`src/rtl/lockstep_commit_scheduler.sv`:
```
// Lockstep scheduler for the two-copy sandbox: gates per-copy clock enables, re-aligns skewed
// commit streams, records sticky deviation flags and drains both copies into a terminal halt.
module lockstep_commit_scheduler #(
    parameter int unsigned DATA_W   = 32,
    parameter int unsigned ADDR_W   = 32,
    parameter int unsigned SKEW_MAX = 15
) (
    input  logic              clk,
    input  logic              rst,
    input  logic              commit_valid_1,
    input  logic              commit_valid_2,
    input  logic [DATA_W-1:0] commit_data_1,
    input  logic [DATA_W-1:0] commit_data_2,
    input  logic              mem_valid_1,
    input  logic              mem_valid_2,
    input  logic [ADDR_W-1:0] mem_addr_1,
    input  logic [ADDR_W-1:0] mem_addr_2,
    output logic              en_1,
    output logic              en_2,
    output logic              commit_deviation,
    output logic              addr_deviation,
    output logic              invalid_program,
    output logic              skew_timeout,
    output logic              finish_1,
    output logic              finish_2,
    output logic              done,
    output logic [1:0]        state
);

    localparam int unsigned CNT_W = (SKEW_MAX > 0) ? $clog2(SKEW_MAX + 1) : 1;
    localparam logic [CNT_W-1:0] CNT_MAX = CNT_W'(SKEW_MAX);

    typedef enum logic [1:0] {
        StRun   = 2'd0,
        StWait1 = 2'd1,
        StWait2 = 2'd2,
        StHalt  = 2'd3
    } state_e;

    state_e            state_q, state_d;
    logic [CNT_W-1:0]  cnt_q, cnt_d;
    logic [DATA_W-1:0] hold_q, hold_d;
    logic              cdev_q, cdev_d;
    logic              adev_q, adev_d;
    logic              inv_q, inv_d;
    logic              tout_q, tout_d;
    logic              fin1_q, fin1_d;
    logic              fin2_q, fin2_d;

    logic [ADDR_W-1:0] eaddr_1, eaddr_2;
    logic              c1, c2, halt_go;

    assign eaddr_1 = mem_valid_1 ? mem_addr_1 : '0;
    assign eaddr_2 = mem_valid_2 ? mem_addr_2 : '0;

    // Enables are decoded from registered state only.
    assign en_1 = (state_q == StRun) || (state_q == StWait2);
    assign en_2 = (state_q == StRun) || (state_q == StWait1);

    // A frozen copy's commit_valid is meaningless and must be ignored.
    assign c1      = commit_valid_1 & en_1;
    assign c2      = commit_valid_2 & en_2;
    assign halt_go = fin1_q & fin2_q;

    always_ff @(posedge clk or posedge rst) begin
        if (rst) begin
            state_q <= StRun;
            cnt_q   <= '0;
            hold_q  <= '0;
            cdev_q  <= 1'b0;
            adev_q  <= 1'b0;
            inv_q   <= 1'b0;
            tout_q  <= 1'b0;
            fin1_q  <= 1'b0;
            fin2_q  <= 1'b0;
        end else begin
            state_q <= state_d;
            cnt_q   <= cnt_d;
            hold_q  <= hold_d;
            cdev_q  <= cdev_d;
            adev_q  <= adev_d;
            inv_q   <= inv_d;
            tout_q  <= tout_d;
            fin1_q  <= fin1_d;
            fin2_q  <= fin2_d;
        end
    end

    always_comb begin
        state_d = state_q;
        cnt_d   = cnt_q;
        hold_d  = hold_q;
        cdev_d  = cdev_q;
        adev_d  = adev_q;
        inv_d   = inv_q;
        tout_d  = tout_q;
        fin1_d  = fin1_q;
        fin2_d  = fin2_q;

        if (state_q != StHalt) begin
            if (!cdev_q && (eaddr_1 != eaddr_2)) begin
                adev_d = 1'b1;
            end
            if (cdev_q || adev_q) begin
                if (c1) fin1_d = 1'b1;
                if (c2) fin2_d = 1'b1;
            end
        end

        unique case (state_q)
            StRun: begin
                if (c1 && c2) begin
                    if (commit_data_1 != commit_data_2) inv_d = 1'b1;
                end else if (c1) begin
                    cdev_d  = 1'b1;
                    hold_d  = commit_data_1;
                    cnt_d   = '0;
                    state_d = StWait1;
                end else if (c2) begin
                    cdev_d  = 1'b1;
                    hold_d  = commit_data_2;
                    cnt_d   = '0;
                    state_d = StWait2;
                end
            end
            StWait1: begin
                if (c2) begin
                    if (hold_q != commit_data_2) inv_d = 1'b1;
                    state_d = StRun;
                end else if (cnt_q < CNT_MAX) begin
                    cnt_d = cnt_q + 1'b1;
                end else begin
                    tout_d  = 1'b1;
                    state_d = StHalt;
                end
            end
            StWait2: begin
                if (c1) begin
                    if (hold_q != commit_data_1) inv_d = 1'b1;
                    state_d = StRun;
                end else if (cnt_q < CNT_MAX) begin
                    cnt_d = cnt_q + 1'b1;
                end else begin
                    tout_d  = 1'b1;
                    state_d = StHalt;
                end
            end
            StHalt: begin
                state_d = StHalt;
            end
        endcase

        // Drain completion overrides any transition; hold only loads on a real RUN->WAIT move.
        if (halt_go) begin
            state_d = StHalt;
            hold_d  = hold_q;
        end
    end

    assign commit_deviation = cdev_q;
    assign addr_deviation   = adev_q;
    assign invalid_program  = inv_q;
    assign skew_timeout     = tout_q;
    assign finish_1         = fin1_q;
    assign finish_2         = fin2_q;
    assign done             = (state_q == StHalt);
    assign state            = state_q;

endmodule
```
`config.mk`:
```
export PLATFORM = sky130hd
export DESIGN_NAME = lockstep_commit_scheduler
export DESIGN_NICKNAME = d
export VERILOG_FILES = /design/src/rtl/lockstep_commit_scheduler.sv
export SDC_FILE = /design/constraint.sdc
export NUM_CORES = 1
export LEC_CHECK = 0
export BUFFER_PORTS_ARGS = -buffer_cell sky130_fd_sc_hd__buf_4
export CAP_MARGIN = 25
export CORE_MARGIN = 2
export CORE_UTILIZATION = 51
export CTS_CLUSTER_DIAMETER = 50
export DETAILED_ROUTE_END_ITERATION = 8
export PLACE_DENSITY = 0.82
export RECOVER_POWER = 50
export SLEW_MARGIN = 20
export SYNTH_ARGS = -nofsm -noshare
export SYNTH_HDL_FRONTEND = slang
export SYNTH_SLANG_ARGS = --single-unit
```
`constraint.sdc`:
```
create_clock -name clk -period 3.4 [get_ports clk]
set_input_delay 0.51 -clock clk [delete_from_list [all_inputs] [get_ports clk]]
set_output_delay 0.51 -clock clk [all_outputs]
set_load 0.05 [all_outputs]
```
==> metrics <==
Synth top area share 0.278; biggest cell delay along the critical path about 0.43 ns; clk_lat worst skew 0.30 ns; startpoint type of the worst setup path flip-flop; vias in the first global route ~4200; outcome finished clean; initial cell density of the core 0.518; Sum Neg Setup Slack 0 ns; Syn-to-layout area delta 30.8%; flops & latches, synth 44; via count around 4100; Ys Warns 0; crit-path max FO 6; GR peak layer met2; nets@finish 757; DRC violations left 0; Final Skew roughly 0.0046 ns; RR Startpoint state[0]$_DFFE_PP0P_; Leak between 2 and 2.5 nW; commonest cells in the netlist xnor2_1, nand2_1, dfrtp_1, o21ai_0; Post-Route WL about 12000 um; DR iter-0 viols 181; worst hold path class input port to asynchronous set/reset pin; Tot GR Track Use 0.278; met2 Use GR 0.473; Mapped Cells ~480; Post-synth EDFFs 0; most common cell in the netlist xnor2_1; CTS buffer count 5; ANT cells 0; grt met3 use 0.0435; critical setup path kind flip-flop to flip-flop; Mapped Nets between 600 and 700; Worst setup EP type flip-flop; mapped cell area a little under 4000 um2; slowest CP cell dfrtp_1; first-pass GRT wire length roughly 19000 um; RePlAce Congestion roughly 0.87; die height between 90 and 100 um; CTS H-tree depth 2; cts hold-fix bufs 0; initial antenna violation count 0; part of the Yosys area used for sequential elements 0.278; leading cell types by total area after synthesis dfrtp_1, xnor2_1, mux2i_1; Routed Antenna Nets 0; die width 92.2 um; die footprint 8500 um2; via/cell ratio 5.71; clock root cell clkbuf_8; crit share post-route 0.761; Hold Vio Cnt, Final 0; Rel. slew slack 0.148; placement row count 32; post-CTS setup buffer count 0; share of post-route cells with drive strength above 1 0.252; CP Buf/Inv Count 3; critical-path cell list inv_1, ha_1, or2_2, nand2_1, inv_2, ha_1, nor2_1, nor2b_1, a211o_1, clkinv_1, nand2_1, o31ai_1; power density over the cells around 240 nW/um2; WP data required 3.61 ns; clk buf depth 2; grt met1 use 0.358; FMAX 386 MHz; top cell type by total area after synthesis dfrtp_1; RSZ-0062 raised after global routing false; CTS-repair resized insts 0; Syn Area/Cell around 8.3 um2; largest net degree at the start of global routing between 60 and 70; CTS Sinks between 40 and 50; grt ovf 0; Max Slew Vio Count 0; Primary FF master, synth dfrtp_1; Worst Tran Pin Value approximately 1.3 ns; dpl hpwl 9410 um; Synth async-reset ratio 1.00; final core utilization 0.678; CP delay by family, top simple AND/OR/NAND/NOR gates; port bufs 144; core footprint 7650 um2; clock transition at the registers of the reported paths ~0.080 ns; Max Cap Violations 0; I/O Pins approximately 150; fin crit period around 2.6 ns; CTS tree yes; start point of the critical path state[0]$_DFFE_PP0P_; DR pass1 iterations 4; Synth cell types 45; endpoints failing setup 0; Layout fillers around 640; Max rail drop VDD 0.164 mV; Avg WL per Cell around 16 um; CP arrival about 2.8 ns
[metal layers]
metal	up-vias	part of all wire
met5	-	0
met4	0	0.025
met3	29	0.064
met2	164	0.48
met1	1938	0.43
li1	1971	-
[registers in the layout, indices dropped and copies added, names as in the netlist]
signal            cells
finish_1              1
state                 2
cnt_q                 4
addr_deviation        1
hold_q               32
finish_2              1
commit_deviation      1
invalid_program       1
skew_timeout          1
[placed cells by master (no fill, tap or decap), types with 3 or more instances in the layout]
cell,count
a21oi_1,20
a22oi_1,4
a31oi_1,7
buf_4,140
clkbuf_1,6
clkbuf_8,6
dfrtp_1,44
ha_1,8
inv_1,13
mux2i_1,32
nand2_1,49
nand3_1,21
nand4_1,20
nor2_1,14
nor3_1,3
nor4_1,14
o21ai_0,38
o21ai_1,32
o21bai_1,4
o22ai_1,4
xnor2_1,84
xor2_1,24
[logic make-up after synthesis]
kind of cell,Yosys count,share of synthesized area
AND/OR/NAND/NOR,136,0.175
AO/OA/AOI/OAI,118,0.167
XOR/XNOR,108,0.239
flip-flops,44,0.278
multiplexers,32,0.0808
buffers and inverters,29,0.0353
adder cells (fa/ha/maj),8,0.0252
[power by group]
part | internal [mW] | total [mW] | switching (mW)
clock | 0.162 | 0.349 | 0.186
combinational | 0.189 | 0.357 | 0.168
sequential | 0.523 | 0.524 | 0.00100
total | 0.875 | 1.23 | 0.355
[per-stage QoR]
stage	setup slack, ns	total power, mW	std cells	instance area (um2)	hold WS [ns]
global route	0.520	1.28	718	5190	0.470
floorplan	0.335	0.685	475	3970	0.461
finish	0.811	1.23	718	5190	0.390
detailed placement	0.833	0.888	710	5120	0.471
CTS	0.812	1.23	718	5210	0.426
global placement	0.977	0.881	710	5120	0.467
[worst paths after layout]
check                                                 to  slack, ns  cells after the start
worst max-delay path                cnt_q[3]$_DFFE_PP0P_       0.81                     12
worst min-delay path                cnt_q[1]$_DFFE_PP0P_       0.39                      2
worst max register to register      cnt_q[3]$_DFFE_PP0P_       0.81                     12
worst min register to register  skew_timeout$_DFFE_PP0P_       0.48                      1
max in group asynchronous           finish_2$_DFFE_PP0P_       1.35                      3
min in group clk                skew_timeout$_DFFE_PP0P_       0.48                      1
[final cells by class]
class | count | area (um2) | area share
inverter | 15 | 56.3 | 0.0109
tap | 102 | 128 | 0.0246
clock inverter | 2 | 10.0 | 0.00193
clock buffer | 6 | 82.6 | 0.0159
timing repair buffer | 147 | 1080 | 0.208
multi-input combinational | 402 | 2730 | 0.526
sequential | 44 | 1100 | 0.212
(Power assumes the default switching activity.)
